===== src/rtl/pc_step_if.sv =====
// Fetch-stage PC control bus: redirect/trap/stall requests in, fetch address and fault status out.
interface pc_step_if #(
    parameter int XLEN = 32
);
    logic            stall;
    logic            is_compressed;
    logic            redirect_valid;
    logic [XLEN-1:0] redirect_target;
    logic            trap_valid;
    logic [XLEN-1:0] trap_vector;
    logic [XLEN-1:0] pc;
    logic [XLEN-1:0] pc_next_seq;
    logic            fetch_valid;
    logic            misaligned_fault;
    logic [XLEN-1:0] fault_addr;

    modport master (
        output stall, is_compressed, redirect_valid, redirect_target, trap_valid, trap_vector,
        input  pc, pc_next_seq, fetch_valid, misaligned_fault, fault_addr
    );

    modport slave (
        input  stall, is_compressed, redirect_valid, redirect_target, trap_valid, trap_vector,
        output pc, pc_next_seq, fetch_valid, misaligned_fault, fault_addr
    );
endinterface


===== src/rtl/pc_step_unit.sv =====
// Fetch program counter: sequential step of 2/4 bytes, redirects, trap entry, stall hold,
// and misaligned-redirect detection with a fault state that only a trap can leave.
module pc_step_unit #(
    parameter int              XLEN         = 32,
    parameter logic [XLEN-1:0] RESET_VECTOR = '0,
    parameter bit              ENABLE_C     = 1'b1
) (
    input logic       clk,
    input logic       rst,
    pc_step_if.slave  bus
);
    typedef enum logic [1:0] {
        ST_BOOT  = 2'd0,
        ST_RUN   = 2'd1,
        ST_FAULT = 2'd2
    } state_t;

    localparam logic [XLEN-1:0] STEP_2     = {{(XLEN-3){1'b0}}, 3'd2};
    localparam logic [XLEN-1:0] STEP_4     = {{(XLEN-3){1'b0}}, 3'd4};
    localparam logic [XLEN-1:0] ALIGN_MASK = {{(XLEN-2){1'b1}}, 2'b00};

    // Alignment rule depends on whether 16-bit instructions exist.
    function automatic logic target_misaligned(input logic [1:0] low_bits);
        if (ENABLE_C) begin
            return low_bits[0];
        end else begin
            return (low_bits != 2'b00);
        end
    endfunction

    state_t          state_r;
    state_t          state_next_s;
    logic [XLEN-1:0] pc_r;
    logic [XLEN-1:0] pc_next_s;
    logic [XLEN-1:0] pc_seq_s;
    logic [XLEN-1:0] trap_aligned_s;
    logic            fetch_valid_r;
    logic            fault_r;
    logic            fault_set_s;
    logic [XLEN-1:0] fault_addr_r;

    // Sequential successor and force-aligned trap target.
    always_comb begin
        pc_seq_s       = pc_r + ((ENABLE_C && bus.is_compressed) ? STEP_2 : STEP_4);
        trap_aligned_s = bus.trap_vector & ALIGN_MASK;
    end

    // Next-state and next-PC selection; trap beats redirect beats stall beats sequential.
    always_comb begin
        state_next_s = state_r;
        pc_next_s    = pc_r;
        fault_set_s  = 1'b0;
        case (state_r)
            ST_BOOT: begin
                state_next_s = ST_RUN;
            end
            ST_RUN: begin
                if (bus.trap_valid) begin
                    pc_next_s = trap_aligned_s;
                end else if (bus.redirect_valid) begin
                    if (target_misaligned(bus.redirect_target[1:0])) begin
                        fault_set_s  = 1'b1;
                        state_next_s = ST_FAULT;
                    end else begin
                        pc_next_s = bus.redirect_target;
                    end
                end else if (bus.stall) begin
                    pc_next_s = pc_r;
                end else begin
                    pc_next_s = pc_seq_s;
                end
            end
            ST_FAULT: begin
                if (bus.trap_valid) begin
                    pc_next_s    = trap_aligned_s;
                    state_next_s = ST_RUN;
                end else begin
                    pc_next_s = pc_r;
                end
            end
            default: begin
                state_next_s = ST_BOOT;
                pc_next_s    = RESET_VECTOR;
            end
        endcase
    end

    // State, PC and status registers; fault_addr only moves on a new misaligned redirect.
    always_ff @(posedge clk) begin
        if (rst) begin
            state_r       <= ST_BOOT;
            pc_r          <= RESET_VECTOR;
            fetch_valid_r <= 1'b0;
            fault_r       <= 1'b0;
            fault_addr_r  <= '0;
        end else begin
            state_r       <= state_next_s;
            pc_r          <= pc_next_s;
            fetch_valid_r <= (state_next_s == ST_RUN);
            fault_r       <= fault_set_s;
            if (fault_set_s) begin
                fault_addr_r <= bus.redirect_target;
            end
        end
    end

    assign bus.pc               = pc_r;
    assign bus.pc_next_seq      = pc_seq_s;
    assign bus.fetch_valid      = fetch_valid_r;
    assign bus.misaligned_fault = fault_r;
    assign bus.fault_addr       = fault_addr_r;
endmodule


===== src/flat_wrapper.sv =====
// flat-port wrapper written by rule: the top's interface ports become plain ports
module pc_step_unit_flat 
#(
    parameter int              XLEN         = 32,
    parameter logic [XLEN-1:0] RESET_VECTOR = '0,
    parameter bit              ENABLE_C     = 1'b1
)
  (clk, rst, bus_stall, bus_is_compressed, bus_redirect_valid, bus_redirect_target, bus_trap_valid, bus_trap_vector, bus_pc, bus_pc_next_seq, bus_fetch_valid, bus_misaligned_fault, bus_fault_addr);
  pc_step_if #(.XLEN(XLEN)) bus_i ();
  input logic clk;
  input logic rst;
  input wire logic [$bits(bus_i.stall)-1:0] bus_stall;
  input wire logic [$bits(bus_i.is_compressed)-1:0] bus_is_compressed;
  input wire logic [$bits(bus_i.redirect_valid)-1:0] bus_redirect_valid;
  input wire logic [$bits(bus_i.redirect_target)-1:0] bus_redirect_target;
  input wire logic [$bits(bus_i.trap_valid)-1:0] bus_trap_valid;
  input wire logic [$bits(bus_i.trap_vector)-1:0] bus_trap_vector;
  output wire logic [$bits(bus_i.pc)-1:0] bus_pc;
  output wire logic [$bits(bus_i.pc_next_seq)-1:0] bus_pc_next_seq;
  output wire logic [$bits(bus_i.fetch_valid)-1:0] bus_fetch_valid;
  output wire logic [$bits(bus_i.misaligned_fault)-1:0] bus_misaligned_fault;
  output wire logic [$bits(bus_i.fault_addr)-1:0] bus_fault_addr;
  assign bus_i.stall = bus_stall;
  assign bus_i.is_compressed = bus_is_compressed;
  assign bus_i.redirect_valid = bus_redirect_valid;
  assign bus_i.redirect_target = bus_redirect_target;
  assign bus_i.trap_valid = bus_trap_valid;
  assign bus_i.trap_vector = bus_trap_vector;
  assign bus_pc = bus_i.pc;
  assign bus_pc_next_seq = bus_i.pc_next_seq;
  assign bus_fetch_valid = bus_i.fetch_valid;
  assign bus_misaligned_fault = bus_i.misaligned_fault;
  assign bus_fault_addr = bus_i.fault_addr;
  pc_step_unit #(.XLEN(XLEN), .RESET_VECTOR(RESET_VECTOR), .ENABLE_C(ENABLE_C)) u_core (.clk(clk), .rst(rst), .bus(bus_i));
endmodule

===== config.mk =====
export PLATFORM = sky130hd
export DESIGN_NAME = pc_step_unit_flat
export DESIGN_NICKNAME = d
export VERILOG_FILES = /design/src/rtl/pc_step_if.sv /design/src/rtl/pc_step_unit.sv /design/src/flat_wrapper.sv
export SDC_FILE = /design/constraint.sdc
export NUM_CORES = 1
export LEC_CHECK = 0
export CORE_UTILIZATION = 47
export DETAILED_ROUTE_END_ITERATION = 8
export PLACE_DENSITY = 0.87
export SYNTH_ARGS = -nofsm -noshare
export SYNTH_HDL_FRONTEND = slang
export SYNTH_SLANG_ARGS = --single-unit

===== constraint.sdc =====
create_clock -name clk -period 5.8 [get_ports clk]
set_input_delay 1.16 -clock clk [delete_from_list [all_inputs] [get_ports clk]]
set_output_delay 1.16 -clock clk [all_outputs]
set_load 0.05 [all_outputs]

==> reports/metrics.cfg <==
[synth]
synth_compound_area_share_pct = 24.1
synth_top_area_share_pct = 33.5
syn-cell-area_mm2 = 0.00407
synth-async-reset-ratio_pct = 0
yosysWarningCount = 0
synth_fa_ha_area_share_pct = 2.34
synth-edff-count = 0
seq_area_frac_synth_pct = 33.5
ys_top_cells_by_area = dfxtp_1 33%, nand2_1 10%, a21oi_1 5.4%
synthFlopType = dfxtp_1
synth_fp_nets = 617
yosys.cell_count.top_type = nand2_1
syn_avg_cell_area_um2 = 7.54
synth_mux_area_share_pct = 1.26
synth_top_area_cell = dfxtp_1
most_instantiated_cells_after_synthesis = 110 x nand2_1, 68 x dfxtp_1, 44 x a21oi_1, 31 x clkbuf_1, 23 x inv_1
post_synth_num_cell_types = 66
synth_top_family_by_area = simple AND/OR/NAND/NOR gates
synth_xor_xnor_area_share_pct = 5.60
post_synthesis_register_bit_count = 68
synthesis.instances = 540
post_synth_and_or_nand_nor_area_fraction_pct = 27.2

[route]
drtAntennaViolNets = 0
vias = 4928
drt-vias-per-instance = 6.20
dr.first_iter.drc_count = 538
drt-pass1-iter-count = 6
wirelength_um = 15500
detail_route.drc_violations = 0
wl_per_cell_um = 19.5

[placement]
dpl.hpwl_um = 11000
portBuffers = 165
dp_cells = 779
detailed_place.area_mm2 = 0.00574
routability_congestion_estimate_from_global_placement = 0.919

[global_routing]
globalRoute.totalOverflow = 0
met2_usage_pct = 56.7
grt_first_pass_wirelength_um = 23700
antenna_found_initial = 0
grt_util_all_layers_pct = 34.1
gr_util_met3_pct = 8.69
global_route.usage.met1_pct = 40.0
largest_net_degree_at_the_start_of_global_routing = 68
grt-busiest-layer = met2
via_count_of_the_first_global_routing_pass = 4864

[layout]
areaGrowthSynthToFinish_pct = 46.6
antennaDiodeCount = 0
finish.cell_count_without_fillers = 795
area_of_all_placed_cells_without_fillers_mm2 = 0.00596
drive_above_1_share_pct = 6.96
final_nets = 762

[timing]
timing.slew.headroom_pct = 12.3
timing.clock.skew_ps = 9.92
setup_violations = 0
worst-slew-pin-transition_ps = 1310
tns_ps = 0
unrepaired_setup_endpoints_after_global_routing = false
period_minus_slack_ps = 5200
finalMaxSlewViolations = 0
maxClockFrequency_mhz = 192
post-route-period-util_pct = 89.7
timing_hold_violations_final = 0

[status]
outcome = finished, final reports clean

[min_path]
min_path_type = flop to flop

[cts]
path_clk_slew_ps = 80
htree_levels = 3
worst_skew_pair_later_pin_latency_ps = 360
cts.repair.resized = 0
tritoncts_num_sinks = 68
cts_root_buf = clkbuf_8
tritoncts = yes
cts-hold-fix-buffers = 0
clk_path_buf_depth = 2
cts_setup_buffers = 0
cts_buffers = 9

[die]
die_area_mm2 = 0.00903
io_pins = 168
std_cell_rows = 33
starting_density_pct = 49.0
die_boundary_width_um = 95.0
fp.coreArea_mm2 = 0.00830
die_span_y_um = 95.0

[power_and_ir_drop]
vdd.ir_drop.worst_mv = 0.125
power.density_mw_per_mm2 = 198
leakage_nw = 2.17

[worst_setup_path]
timing.critical_path.fanout_max = 13
worstPathArrival_ps = 4040
worst_ep_required_time_ps = 4640
r2r_slack_ps = 2540
start_kind = primary input
path_class = primary input to output port
timing.critical_path.to_type = output port

[run]
number_of_max_capacitance_violations_reported = 0

critical path, cell delays in order:
cell and delay (ps):
clkdlybuf4s50_1 530, ha_1 210, inv_1 60, fa_1 410, nand3b_1 200, or4_4 550, or4_1 440, xor2_1 210
inv_1 100, buf_12 160
metal layers:
layer	wire, um	vias to the layer above	share of wire [%]
li1	-	2233	-
met1	5870	2305	38
met2	7540	329	49
met3	1480	61	9.5
met4	631	0	4.1
met5	0	-	0
metrics by stage:
step | hold WS, ps | power [mW] | setup slack, ps | util, %
global placement | 442 | 0.728 | 689 | 69.2
floorplan | 500 | 0.625 | 1220 | -
CTS | 458 | 1.18 | 617 | 71.9
detailed placement | 446 | 0.733 | 629 | 69.2
global route | 481 | 1.21 | 463 | 71.9
finish | 456 | 1.18 | 597 | 71.9
worst paths after layout:
check,from,end,depth (start not counted)
max,bus_is_compressed,bus_pc_next_seq[25],10
min reg2reg,u_core.bus.fault_addr[10],u_core.bus.fault_addr[10],2
max reg2reg,u_core.state_r[1],u_core.bus.pc[16],8
min,u_core.bus.fault_addr[10],u_core.bus.fault_addr[10],2
sequential cells by signal, indices dropped and copies added, names as in the netlist:
register	flops
u_core.bus.pc	32
u_core.bus.fetch_valid	1
u_core.state_r	2
u_core.bus.misaligned_fault	1
u_core.bus.fault_addr	32
logic make-up after synthesis:
logic type               Yosys count
AND/OR/NAND/NOR                  224
XOR/XNOR                          26
adder cells (fa/ha/maj)            7
multiplexers                       5
AO/OA/AOI/OAI                    148
buffers and inverters             62
flip-flops                        68
cells in the final DEF, fill, tap and decap left out, types with 6 or more instances in the layout:
master           instances
inv_1                   23
nor2_1                  22
nand3_1                 18
ha_1                     6
a31oi_1                  7
nand2_1                110
nor3_1                  19
buf_4                   18
xor2_1                   9
o22ai_1                 13
nand4_1                  9
clkdlybuf4s50_1        152
dfxtp_1                 68
o21ai_0                 17
a21oi_1                 44
xnor2_1                 17
and3_1                   7
a22o_1                   8
a22oi_1                 20
clkbuf_8                 9
power breakdown:
group / switching [mW] / total (mW) / internal [mW]
Clock: 0.211 / 0.456 / 0.245
Sequential: 0.0106 / 0.487 / 0.476
Combinational: 0.145 / 0.241 / 0.0956
Total: 0.367 / 1.18 / 0.817
layout make-up:
cell class / instances / area, um2
inverter: 23 / 86.3
sequential: 68 / 1360
multi-input combinational: 410 / 2460
tap: 105 / 131
timing repair buffer: 173 / 1700
clock buffer: 9 / 124
fill: 650 / 2330
clock inverter: 7 / 100
Note: power is estimated with default switching activity, not from simulation.
==> RTL change 1: new RTL, config.mk and constraints unchanged <==
`ENABLE_C` is set to 1'b1 in 2 places; all go to 1'b0.
--- a/src/rtl/pc_step_unit.sv
+++ b/src/rtl/pc_step_unit.sv
@@ -3,7 +3,7 @@
 module pc_step_unit #(
     parameter int              XLEN         = 32,
     parameter logic [XLEN-1:0] RESET_VECTOR = '0,
-    parameter bit              ENABLE_C     = 1'b1
+    parameter bit              ENABLE_C     = 1'b0
 ) (
     input logic       clk,
     input logic       rst,
--- a/src/flat_wrapper.sv
+++ b/src/flat_wrapper.sv
@@ -3,7 +3,7 @@
 #(
     parameter int              XLEN         = 32,
     parameter logic [XLEN-1:0] RESET_VECTOR = '0,
-    parameter bit              ENABLE_C     = 1'b1
+    parameter bit              ENABLE_C     = 1'b0
 )
   (clk, rst, bus_stall, bus_is_compressed, bus_redirect_valid, bus_redirect_target, bus_trap_valid, bus_trap_vector, bus_pc, bus_pc_next_seq, bus_fetch_valid, bus_misaligned_fault, bus_fault_addr);
   pc_step_if #(.XLEN(XLEN)) bus_i ();
Function: changed (a bounded check fails within 4 cycles, from zero or initial values and one cycle with rst high).
==> RTL change 1 against the unedited design <==
Area after synthesis up 0.49%. Setup slack better by 0.56 ns. Design area up 0.48%. Non-clock buffer count down 4. Total power up 8.9%. Synthesized cell count down 1.7%. Global-route usage up 0.14 points. Sequential cell count unchanged. Routed wire length down 0.91%. Register-to-register slack worse by 0.03 ns.
==> RTL change 1: results (changes against the unedited design) <==
| Metric | Value |
|---|---|
| Outcome | `complete, no violations` |
| Worst-skew pair later-pin latency | `0.35 ns` |
| Crit-path max FO | `18 (+5)` |
| VDD IR max | `0.000139 V (+12%)` |
| GPL Wtd Cong | `0.950 (+3.4%)` |
| Initial DRT Pass Iterations | `7 (+1)` |
| Synth cell types | `64 (-3.0%)` |
| Fill cells | `675 (+3.8%)` |
| Commonest cells in the netlist | `nand2_1 (94), dfxtp_1 (68), a21oi_1 (49)` |
| WL final | `15400 um (-0.91%)` |
| Worst hold endpoint | `u_core.bus.fault_addr[12]` |
| Initial antenna violation count | `0 (unchanged)` |
| Port bufs | `164 (-0.61%)` |
| Ys async rst share | `0% (unchanged)` |
| CP peak stage delay | `0.87 ns (+0.32 ns)` |
| Reg2Reg Depth | `6 (-2)` |
| Share of cells above drive strength 1 | `5.63% (-1.3 points)` |
| Skew final | `0.00860 ns (-0.00132 ns)` |
| Clock power frac | `41.0% (+2.5 points)` |
| HP Class | `flop to flop` |
| Nets@finish | `747 (-2.0%)` |
| Post-CTS Setup Bufs | `0 (unchanged)` |
| Sequential share of the synthesized area | `33.3% (-0.16 points)` |
| Synthesized net count | `607 (-1.6%)` |
| Worst r2r dst | `u_core.bus.pc[14]` |
| Leak | `2.14 nW (-1.2%)` |
| Via count | `4866 (-1.3%)` |
| Hold Crit Start | `u_core.bus.fault_addr[12]` |
| GRT Util Overall | `34.2% (+0.14 points)` |
| Actual slew at the worst max-slew pin | `1.21 ns (-0.102 ns)` |
| Synth area leaders | `dfxtp_1 (33%), nand2_1 (8.6%), a21oi_1 (6.0%)` |
| DP HPWL | `11000 um (about the same)` |
| Reg power frac | `38.1% (-3.0 points)` |
| Net Sw Power | `0.000375 W (+2.2%)` |
| Seq. pwr | `0.000491 W (+0.8%)` |
| R2r setup slk | `2.51 ns (-0.03 ns)` |
| Syn. warnings | `0 (unchanged)` |
| 1st-iter DRT viols | `429 (-20%)` |
| R2r startpoint | `u_core.state_r[0]` |
| Number of global-route vias before repair | `4581 (-5.8%)` |
| Highest-delay cell along the critical path | `nor4_4` |
| Largest net degree at the start of global routing | `51 (-25%)` |
| First-pass GRT wire length | `23500 um (-1.0%)` |
| WP data arrival | `3.48 ns (-0.56 ns)` |
-- RTL change 1: cell types whose count changed after synthesis, sizes merged, moves of 6 or more --
cell    change
nand2      -16
nand2b     +11
and3        +9
nand4       +9
nor3        -8
o22ai       -8
a221o       +6
a22oi       -6
and2        +6
-- RTL change 1: per-layer routing --
metal / vias up / global-route usage [%] / part of all wire (%)
li1: 2207 / - / -
met1: 2264 / 41.3 / 37
met2: 353 / 56.0 / 47
met3: 42 / 7.74 / 12
met4: 0 / 19.2 / 4.0
met5: - / 0 / 0
-- RTL change 1: cells by family (layout without fill, tap and decap cells) --
kind of cell / count (synthesis) / count (layout) / share of synthesized area [%]
and+or+nand+nor: 216 / 216 / 26.6
AOI/OAI and AO/OA: 151 / 151 / 25.5
adders and majority gates: 6 / 6 / 1.84
DFF: 68 / 68 / 33.3
muxes: 6 / 6 / 1.59
xor gates and xnor gates: 24 / 24 / 5.14
buffers and inverters: 60 / 204 / 6.06
-- RTL change 1: worst max path at each step --
stage / start / endpoint / slack [ns]
6_report: u_core.bus.pc[10] / bus_pc_next_seq[25] / 1.16
5_1_grt: u_core.bus.pc[10] / bus_pc_next_seq[25] / 0.98
4_1_cts: u_core.bus.pc[10] / bus_pc_next_seq[25] / 1.23
3_5_place_dp: u_core.bus.pc[5] / bus_pc_next_seq[25] / 1.63
3_3_place_gp: u_core.bus.pc[5] / bus_pc_next_seq[25] / 1.67
2_1_floorplan: u_core.bus.pc[10] / bus_pc_next_seq[25] / 1.93
-- RTL change 1: metrics by stage --
step / hold WS [ns] / setup WS [ns] / cells / cell area (um^2) / utilization (%)
2_1_floorplan: 0.529 / 1.93 / 531 / 4090 / -
3_3_place_gp: 0.440 / 1.67 / 765 / 5730 / 69.1
3_5_place_dp: 0.447 / 1.63 / 765 / 5730 / 69.1
4_1_cts: 0.458 / 1.23 / 780 / 5990 / 72.2
5_1_grt: 0.472 / 0.975 / 780 / 5990 / 72.2
6_report: 0.456 / 1.16 / 780 / 5990 / 72.2
-- RTL change 1: layout make-up --
type | count | area, um^2 | share of cell area [%]
multi-input cells | 403 | 2490 | 41.6
repair buffers | 169 | 1670 | 27.9
flip-flops and latches | 68 | 1360 | 22.7
clock inverters | 6 | 136 | 2.28
well taps | 105 | 131 | 2.19
clock buffers | 9 | 124 | 2.07
inverters | 20 | 75.1 | 1.25
-- RTL change 1: tightest hold or removal path, delay by kind of cell (launching register included) --
| kind | cells | cell delay [ns] |
|---|---|---|
| flip-flops | 1 | 0.31 |
| AND/OR/NAND/NOR | 1 | 0.05 |
| AO/OA/AOI/OAI | 1 | 0.05 |
==> RTL change 2: new RTL, same flow settings <==
Without the edit above. Re-encode `state_t` (3 states) as one-hot, 3 bits wide.
--- a/src/rtl/pc_step_unit.sv
+++ b/src/rtl/pc_step_unit.sv
@@ -9,10 +9,10 @@
     input logic       rst,
     pc_step_if.slave  bus
 );
-    typedef enum logic [1:0] {
-        ST_BOOT  = 2'd0,
-        ST_RUN   = 2'd1,
-        ST_FAULT = 2'd2
+    typedef enum logic [2:0] {
+        ST_BOOT  = 3'b001,
+        ST_RUN   = 3'b010,
+        ST_FAULT = 3'b100
     } state_t;
 
     localparam logic [XLEN-1:0] STEP_2     = {{(XLEN-3){1'b0}}, 3'd2};
Function: same outputs for any inputs over 10 cycles, from zero or initial values and one cycle with rst high; not proved beyond that.
==> RTL change 2 against the unedited design <==
Area after synthesis shrank 2.8%. Maximum frequency shrank 3.8%. First-iteration DRC count shrank 21%. Utilization shrank 1.2 points. Routed wire length shrank 8.3%. Total power grew 16%. Setup slack lost 0.20 ns. Sequential cell count grew 1. Design area shrank 3.1%. Largest cell class unchanged.
==> RTL change 2: results (changes against the unedited design) <==
| Metric | Value |
|---|---|
| Outcome | `complete, no violations` |
| Synth cell types | `67 (+1.5%)` |
| DP HPWL | `10200 um (-6.7%)` |
| Worst hold endpoint | `u_core.bus.fault_addr[22]` |
| Via count | `4531 (-8.1%)` |
| CP peak stage delay | `0.85 ns (+0.30 ns)` |
| DP Worst Slack | `0.422 ns (-0.207 ns)` |
| Synth area leaders | `dfxtp_1 (35%), a21oi_1 (8.4%), nand2_1 (7.8%)` |
| Crit-path max FO | `5 (-8)` |
| Initial antenna violation count | `0 (unchanged)` |
| Largest delay share family, worst path | `buffers and inverters` |
| Reg2Reg Depth | `10 (+2)` |
| Net Sw Frac | `36.5% (+5.5 points)` |
| Ant. Diodes | `0 (unchanged)` |
| Synth Instances | `499 (-7.6%)` |
| Via density | `6.04 (-2.5%)` |
| DP Cell Count | `734 (-5.8%)` |
| 1st-iter DRT viols | `426 (-21%)` |
| Number of global-route vias before repair | `4165 (-14%)` |
| Largest net degree at the start of global routing | `59 (-13%)` |
| Synthesized net count | `572 (-7.3%)` |
| Hold Crit Start | `u_core.bus.fault_addr[22]` |
| Worst r2r dst | `u_core.bus.pc[31]` |
| WP data arrival | `4.25 ns (+0.21 ns)` |
| F_max | `0.185 GHz (-3.8%)` |
| Nets@finish | `713 (-6.4%)` |
| Share of cells above drive strength 1 | `8.53% (+1.6 points)` |
| R2r setup slk | `2.99 ns (+0.45 ns)` |
| Wire length per cell | `19.0 um (-2.8%)` |
| GRT Util Overall | `32.6% (-1.5 points)` |
| Placed cell area | `5570 um^2 (-3.0%)` |
| Hold depth | `2 (unchanged)` |
| Sequential share of the synthesized area | `34.9% (+1.5 points)` |
| Slew HR | `22.6% (+10 points)` |
| GPL Wtd Cong | `0.915 (-0.51%)` |
| R2r startpoint | `u_core.bus.pc[1]` |
| First-pass GRT wire length | `21700 um (-8.4%)` |
| VDD IR max | `0.000145 V (+17%)` |
| Leak | `2.06 nW (-5.0%)` |
| Crit path to | `bus_pc_next_seq[13]` |
| Commonest cells in the netlist | `nand2_1 (82), dfxtp_1 (69), a21oi_1 (66)` |
| Highest-delay cell along the critical path | `clkdlybuf4s50_1` |
| Skew final | `0.0106 ns (+0.000634 ns)` |
## RTL change 2: changes by cell type in the layout (fill, tap and decap cells not counted), moves of 6 or more
cell | before | now
nand2_1 | 110 | 82
a21oi_1 | 44 | 65
nor3_1 | 19 | 4
a22oi_1 | 20 | 9
and3_1 | 7 | 17
o22ai_1 | 13 | 6
inv_1 | 23 | 17
xnor2_1 | 17 | 23
## RTL change 2: cell families after synthesis
kind of cell             after synthesis  share of synthesized area (%)
buffers and inverters                 59                           6.74
XOR/XNOR                              29                           6.61
adder cells (fa/ha/maj)                3                           1.14
flip-flops                            69                           34.9
AO/OA/AOI/OAI                        152                           25.2
multiplexers                           3                          0.854
AND/OR/NAND/NOR                      184                           24.5
## RTL change 2: per-stage QoR
step                hold slack [ns]  util (%)
floorplan                     0.587         -
finish                        0.461      70.7
detailed placement            0.453      68.1
global placement              0.442      68.1
CTS                           0.464      70.7
global route                  0.484      70.7
## RTL change 2: final cells by class
cell class | instances | area, um^2
Fill cell | 654 | 2400
Tap cell | 105 | 131
Multi-Input combinational cell | 371 | 2310
Timing Repair Buffer | 172 | 1680
Sequential cell | 69 | 1380
Clock buffer | 11 | 151
Inverter | 17 | 63.8
Clock inverter | 5 | 58.8
## RTL change 2: power by group through the flow
stage               combinational [W]  sequential, W  clock [W]
global route                 0.000444       0.000532   0.000447
CTS                          0.000421       0.000528   0.000425
global placement             0.000415       0.000537          0
finish                       0.000423       0.000529   0.000422
detailed placement           0.000419       0.000539          0
floorplan                    0.000206       0.000596          0
## RTL change 2: metal layers
layer | share of wire, % | wire length (um) | track usage [%] | vias up
li1 | - | - | - | 2073
met1 | 40 | 5630 | 41.2 | 2153
met2 | 47 | 6690 | 52.6 | 273
met3 | 11 | 1530 | 6.72 | 32
met4 | 2.6 | 377 | 15.9 | 0
met5 | 0 | 0 | 0 | -
